`src/rtl/dcache_pkg.sv`:
```
`default_nettype none
// ============================================================================
// Module   : dcache_pkg
// Purpose  : Shared geometry constants, FSM state type and line-metadata type
//            for the direct-mapped write-back data cache.
// Revision : 1.0  initial release
// ============================================================================
package dcache_pkg;

  localparam int NUM_LINES  = 8;                 // power of two, >= 2
  localparam int LINE_BYTES = 16;                // four 32-bit words
  localparam int LINE_W     = LINE_BYTES * 8;    // 128-bit memory port
  localparam int OFFSET_W   = $clog2(LINE_BYTES);
  localparam int INDEX_W    = $clog2(NUM_LINES);
  localparam int TAG_W      = 32 - OFFSET_W - INDEX_W;

  typedef enum logic [1:0] {
    IDLE      = 2'd0,
    WRITEBACK = 2'd1,
    ALLOCATE  = 2'd2
  } state_e;

  typedef struct packed {
    logic             valid;
    logic             dirty;
    logic [TAG_W-1:0] tag;
  } line_meta_t;

endpackage
`default_nettype wire

```
`src/rtl/dcache_array.sv`:
```
`default_nettype none
// ============================================================================
// Module   : dcache_array
// Purpose  : Line store for the data cache: valid/dirty/tag metadata plus
//            128-bit line data. One combinational read port, a word-write
//            port (store hit, marks dirty) and a line-write port (refill,
//            marks valid and clean). Only valid/dirty are cleared on reset.
// Revision : 1.0  initial release
// ============================================================================
module dcache_array
  import dcache_pkg::*;
(
  input  logic               clk_i,
  input  logic               rst_n_i,
  input  logic [INDEX_W-1:0] rd_idx_i,
  output logic               rd_valid_o,
  output logic               rd_dirty_o,
  output logic [TAG_W-1:0]   rd_tag_o,
  output logic [LINE_W-1:0]  rd_data_o,
  input  logic               ww_en_i,
  input  logic [INDEX_W-1:0] ww_idx_i,
  input  logic [1:0]         ww_word_i,
  input  logic [31:0]        ww_data_i,
  input  logic               lw_en_i,
  input  logic [INDEX_W-1:0] lw_idx_i,
  input  logic [TAG_W-1:0]   lw_tag_i,
  input  logic [LINE_W-1:0]  lw_data_i
);

  logic [NUM_LINES-1:0] valid_q;
  logic [NUM_LINES-1:0] dirty_q;
  logic [TAG_W-1:0]     tag_q  [NUM_LINES];
  logic [LINE_W-1:0]    data_q [NUM_LINES];

  assign rd_valid_o = valid_q[rd_idx_i];
  assign rd_dirty_o = dirty_q[rd_idx_i];
  assign rd_tag_o   = tag_q[rd_idx_i];
  assign rd_data_o  = data_q[rd_idx_i];

  // Valid/dirty flags: refill makes a line valid+clean, a store hit makes it dirty.
  always_ff @(posedge clk_i or negedge rst_n_i) begin
    if (!rst_n_i) begin
      valid_q <= '0;
      dirty_q <= '0;
    end else if (lw_en_i) begin
      valid_q[lw_idx_i] <= 1'b1;
      dirty_q[lw_idx_i] <= 1'b0;
    end else if (ww_en_i) begin
      dirty_q[ww_idx_i] <= 1'b1;
    end
  end

  // Tag and data storage: no reset, contents are meaningless until valid.
  always_ff @(posedge clk_i) begin
    if (lw_en_i) begin
      tag_q[lw_idx_i]  <= lw_tag_i;
      data_q[lw_idx_i] <= lw_data_i;
    end else if (ww_en_i) begin
      data_q[ww_idx_i][{ww_word_i, 5'b00000} +: 32] <= ww_data_i;
    end
  end

endmodule
`default_nettype wire

```
`src/rtl/dcache_ctrl.sv`:
```
`default_nettype none
// ============================================================================
// Module   : dcache_ctrl
// Purpose  : Direct-mapped, write-back, write-allocate data cache controller.
//            Zero-cycle hits; on a miss it stalls, writes back a dirty victim
//            and refills the line over a req/ack memory port.
// Revision : 1.0  initial release
// ============================================================================
module dcache_ctrl
  import dcache_pkg::*;
(
  input  logic          clk_i,
  input  logic          rst_n_i,
  input  logic          MemRead_i,
  input  logic          MemWrite_i,
  input  logic [31:0]   addr_i,
  input  logic [31:0]   write_data_i,
  output logic [31:0]   data_o,
  output logic          stall_o,
  output logic          mem_req_o,
  output logic          mem_we_o,
  output logic [31:0]   mem_addr_o,
  output logic [127:0]  mem_wdata_o,
  input  logic [127:0]  mem_rdata_i,
  input  logic          mem_ack_i
);

  state_e state_q, state_d;
  // Line address of the access that missed; keeps the memory transaction
  // stable even if the pipeline drops or changes its request mid-miss.
  logic [31:OFFSET_W] miss_line_q, miss_line_d;

  logic               w_req;
  logic [INDEX_W-1:0] w_req_idx;
  logic [TAG_W-1:0]   w_req_tag;
  logic [INDEX_W-1:0] w_miss_idx;
  logic [INDEX_W-1:0] w_rd_idx;
  logic               w_hit;
  logic               w_ww_en;
  logic               w_lw_en;
  line_meta_t         w_meta;
  logic [LINE_W-1:0]  w_rd_data;
  logic               w_unused;

  assign w_req      = MemRead_i | MemWrite_i;
  assign w_req_idx  = addr_i[OFFSET_W +: INDEX_W];
  assign w_req_tag  = addr_i[31 -: TAG_W];
  assign w_miss_idx = miss_line_q[OFFSET_W +: INDEX_W];
  // In IDLE the array is looked up by the live request; during a miss it
  // is pointed at the victim/refill line.
  assign w_rd_idx   = (state_q == IDLE) ? w_req_idx : w_miss_idx;
  assign w_hit      = w_meta.valid && (w_meta.tag == w_req_tag);
  assign w_unused   = ^addr_i[1:0];

  dcache_array u_array (
    .clk_i      (clk_i),
    .rst_n_i    (rst_n_i),
    .rd_idx_i   (w_rd_idx),
    .rd_valid_o (w_meta.valid),
    .rd_dirty_o (w_meta.dirty),
    .rd_tag_o   (w_meta.tag),
    .rd_data_o  (w_rd_data),
    .ww_en_i    (w_ww_en),
    .ww_idx_i   (w_req_idx),
    .ww_word_i  (addr_i[3:2]),
    .ww_data_i  (write_data_i),
    .lw_en_i    (w_lw_en),
    .lw_idx_i   (w_miss_idx),
    .lw_tag_i   (miss_line_q[31 -: TAG_W]),
    .lw_data_i  (mem_rdata_i)
  );

  // State and captured miss address registers.
  always_ff @(posedge clk_i or negedge rst_n_i) begin
    if (!rst_n_i) begin
      state_q     <= IDLE;
      miss_line_q <= '0;
    end else begin
      state_q     <= state_d;
      miss_line_q <= miss_line_d;
    end
  end

  // Next-state, hit/miss handling and memory-port outputs.
  always_comb begin
    state_d     = state_q;
    miss_line_d = miss_line_q;
    stall_o     = 1'b0;
    data_o      = '0;
    mem_req_o   = 1'b0;
    mem_we_o    = 1'b0;
    mem_addr_o  = '0;
    mem_wdata_o = '0;
    w_ww_en     = 1'b0;
    w_lw_en     = 1'b0;
    case (state_q)
      IDLE: begin
        if (w_req) begin
          if (w_hit) begin
            // Simultaneous read+write is treated as a write.
            if (MemWrite_i) w_ww_en = 1'b1;
            else            data_o  = w_rd_data[{addr_i[3:2], 5'b00000} +: 32];
          end else begin
            stall_o     = 1'b1;
            miss_line_d = addr_i[31:OFFSET_W];
            state_d     = (w_meta.valid && w_meta.dirty) ? WRITEBACK : ALLOCATE;
          end
        end
      end
      WRITEBACK: begin
        stall_o     = 1'b1;
        mem_req_o   = 1'b1;
        mem_we_o    = 1'b1;
        mem_addr_o  = {w_meta.tag, w_miss_idx, {OFFSET_W{1'b0}}};
        mem_wdata_o = w_rd_data;
        if (mem_ack_i) state_d = ALLOCATE;
      end
      ALLOCATE: begin
        stall_o    = 1'b1;
        mem_req_o  = 1'b1;
        mem_addr_o = {miss_line_q, {OFFSET_W{1'b0}}};
        if (mem_ack_i) begin
          w_lw_en = 1'b1;
          state_d = IDLE;
        end
      end
      default: state_d = IDLE;
    endcase
  end

endmodule
`default_nettype wire

```
`config.mk`:
```
export PLATFORM = sky130hd
export DESIGN_NAME = dcache_ctrl
export DESIGN_NICKNAME = d
export VERILOG_FILES = /design/src/rtl/dcache_pkg.sv /design/src/rtl/dcache_array.sv /design/src/rtl/dcache_ctrl.sv
export SDC_FILE = /design/constraint.sdc
export NUM_CORES = 1
export LEC_CHECK = 0
export ABC_AREA = 1
export CAP_MARGIN = 5
export CORE_MARGIN = 1.5
export CORE_UTILIZATION = 25
export DETAILED_ROUTE_END_ITERATION = 8
export PLACE_DENSITY = 0.5
export SYNTH_ARGS = -nofsm -noshare
export SYNTH_HDL_FRONTEND = slang
export SYNTH_SLANG_ARGS = --single-unit
```
`constraint.sdc`:
```
create_clock -name clk_i -period 5.8 [get_ports clk_i]
set_input_delay 0.58 -clock clk_i [delete_from_list [all_inputs] [get_ports clk_i]]
set_output_delay 0.58 -clock clk_i [all_outputs]
set_load 0.02 [all_outputs]
```
==> metrics <==
outcome=finished, final reports clean; Sw Share=43.5%; Synth Register Bits=1270; clk sinks=1270; hold_sp=u_array.valid_q[6]$_DFFE_PN0P_; number of flops mapped to enable cells by yosys=1224; Setup-failing EPs final=0; WL final=215 mm; Placed Area=63900 um2; # nets final=5652; TritonRoute pass-1 iters=6; Netlist cell types=37; buffers added on ports=385; largest net degree at the start of global routing=106; Root Buffer=clkbuf_16; area delta synth->final=25.0%; r2r worst-path depth=19; clock skew=0.0353 ns; final hold violations=0; Synth Instances=4959; Switch Pwr=16.3 mW; Leak=23.9 nW; TritonCTS Buffers=143; global-route wire length before repair=296 mm; Setup crit end kind=output port; clock network fraction of total power=22.8%; initial core utilization=25.2%; reg2reg start=state_q[0]$_DFFE_PN0P_; Gate power share=46.5%; post-route ant nets=0; prevailing post-synth register cell=edfxtp_1; initial antenna violation count=8; CTS tree=done; post-synthesis sequential area ratio=69.0%; Total Die Area=222000 um2; final worst setup slack=0.182 ns; Vias/cell=4.97; FF-to-FF End=u_array.data_q[0][35]$_DFFE_PP_; Tot GR Track Use=18.6%; slew margin rel.=5.64%; row count=171; drc violations=0; die span in y=472 um; final instance area=68600 um2; share of layout cells above drive strength 1=12.2%; Worst-Margin Slew=1.41 ns; FFs w/ async S/R, synth=3.62%; GPL Wtd Cong=0.860; fillers=21989; period utilization=96.9%; fin. max-slew vios=0; Peak VDD IR=0.385 mV; RSZ-0062 raised after global routing=yes; Die W=472 um; Fmax=178 MHz; routed vias=41800; Post-Syn Area per Cell=11.1 um2; CTS Buffer Depth=3; PD cells=546 nW/um2; initial DRC count=5071; CP Class=register to output port; CTS H-tree depth=4; fin crit period=5.62 ns; Reg clk slew, reported paths=0.06 ns; Cell Area, Synth=54900 um2; total global routing overflow=0; Yosys warnings=0; WHS Endpoint=u_array.valid_q[6]$_DFFE_PN0P_; worst slack at placement=0.358 ns; register share of total power=30.7%; Worst EP required=5.22 ns; core box area=218000 um2; IO Count=392; Startpoint Class=register; CP max FO=17; total internal power=21.2 mW; HP Class=register to register; max-cap violations=0; Data arrival, critical path=5.04 ns; clock latency on the worst-skew pair=0.79 ns; Hold Crit Depth=2; vias in the first global route=38878; R2R Setup Slk=0.81 ns; dpl hpwl=137 mm; routed len/inst=25.5 um
[state kept, by name, indices dropped and copies added (netlist names)]
signal,cells
u_array.valid_q,8
u_array.tag_q,200
u_array.dirty_q,8
state_q,2
miss_line_q,28
u_array.data_q,1024
[what timing repair did]
item | CTS | global route
endpoints found under the hold margin | 46 | 0
buffers inserted | 4 | 4
pin swaps | 3 | 3
gates cloned | 4 | 4
hold buffers | 1 | 0
endpoints found under the setup margin | 24 | 20
gates resized for setup | 8 | 14
[critical path, cell delays in order, from the launching register on]
cell	delay [ns]
dfrtp_1	0.42
inv_1	0.10
ha_2	0.29
buf_6	0.23
nand2_4	0.24
nand2_8	0.29
buf_4	0.30
buf_4	0.27
nand2_1	0.07
a32o_1	0.22
nor2_1	0.09
a31oi_1	0.08
o21ai_0	0.90
o22ai_1	0.38
nor2_1	0.19
buf_4	0.16
[kinds of logic after synthesis]
group           after synthesis  synth area share, %
compound gates              633                 7.74
simple gates               2601                 19.5
fa+ha+maj                     8                0.182
other cells                   1              0.00683
flops                      1270                 69.0
buf+inv                     446                 3.53
[metrics by stage]
stage	hold slack (ns)	cells	total power, mW	util, %	TNS, ns
finish	0.449	8411	37.5	31.5	0
global route	0.458	8407	39.0	31.5	-0.0470
CTS	0.405	8399	37.3	31.5	0
detailed placement	0.439	8139	28.5	29.4	0
global placement	0.433	8136	28.4	29.3	0
floorplan	0.284	4962	20.2	-	0
[final cells by class]
cell class	count	area (um2)	share of cell area (%)
repair buffers	685	6900	10.1
clock inverters	65	522	0.760
diodes	4	10.0	0.0146
multi-input cells	3251	15500	22.6
inverters	96	373	0.543
well taps	2854	3570	5.20
flip-flops and latches	1270	37900	55.2
clock buffers	186	3820	5.57
[placed cells by master (no fill, tap or decap), types with 5 or more instances in the layout]
cell / netlist / routed
a21oi_1: 165 / 161
a31oi_1: 128 / 127
a32o_1: 130 / 130
buf_12: 0 / 66
buf_4: 17 / 281
clkbuf_1: 244 / 38
clkbuf_16: 0 / 147
clkdlybuf4s50_1: 0 / 327
clkinv_1: 4 / 38
clkinv_2: 0 / 12
clkinvlp_4: 0 / 5
dfrtp_1: 46 / 46
edfxtp_1: 1224 / 1224
ha_1: 8 / 7
inv_1: 84 / 82
inv_16: 0 / 6
inv_2: 8 / 7
nand2_1: 1480 / 1476
nand2_2: 6 / 5
nand2_4: 2 / 7
nand2_8: 0 / 5
nand3_1: 633 / 633
nand3_2: 6 / 6
nand3b_1: 7 / 7
nor2_1: 455 / 410
nor2_2: 0 / 13
nor2_4: 2 / 34
o21ai_0: 101 / 100
o21ai_1: 18 / 19
o21ai_2: 47 / 46
o22ai_1: 33 / 33
[cells in the mapped netlist, types with 6 or more instances]
cell type	instances	share of area, %
a21oi_1	165	1.5
a31oi_1	128	1.5
a32o_1	130	2.4
buf_1	33	0.23
buf_2	35	0.32
buf_4	17	0.23
buf_6	21	0.43
clkbuf_1	244	1.7
dfrtp_1	46	2.1
edfxtp_1	1224	67
ha_1	8	0.18
inv_1	84	0.57
inv_2	8	0.055
nand2_1	1480	10
nand2_2	6	0.068
nand3_1	633	5.8
nand3_2	6	0.11
nand3b_1	7	0.096
nor2_1	455	3.1
o21ai_0	101	0.92
o21ai_1	18	0.16
o21ai_2	47	0.75
o22ai_1	33	0.38
[power by group through the flow]
| stage | clock network (mW) | registers, mW | logic, mW |
|---|---|---|---|
| 2_1_floorplan | 0 | 11.6 | 8.63 |
| 6_report | 8.56 | 11.5 | 17.4 |
| 5_1_grt | 9.01 | 11.6 | 18.4 |
| 3_5_place_dp | 0 | 11.7 | 16.8 |
| 4_1_cts | 8.68 | 11.5 | 17.2 |
| 3_3_place_gp | 0 | 11.7 | 16.8 |
[worst max path at each step]
stage | slack, ns | startpoint | cells after the start | to
after global placement | 0.37 | addr_i[6] | 16 | data_o[29]
after global routing | -0.03 | state_q[0]$_DFFE_PN0P_ | 21 | data_o[5]
after detailed placement | 0.36 | addr_i[6] | 16 | u_array.data_q[0][35]$_DFFE_PP_
final | 0.18 | state_q[0]$_DFFE_PN0P_ | 15 | data_o[9]
after CTS | 0.002 | state_q[0]$_DFFE_PN0P_ | 20 | data_o[5]
after floorplan | 1.21 | state_q[0]$_DFFE_PN0P_ | 24 | u_array.data_q[2][0]$_DFFE_PP_
[routing by layer]
layer,global-route usage (%),part of all wire (%),up-vias
li1,-,-,18593
met1,25.7,42,20932
met2,27.9,44,1974
met5,0,0.012,-
met3,3.62,8.8,297
met4,8.70,4.9,4
Power figures use the tool's default switching activity.
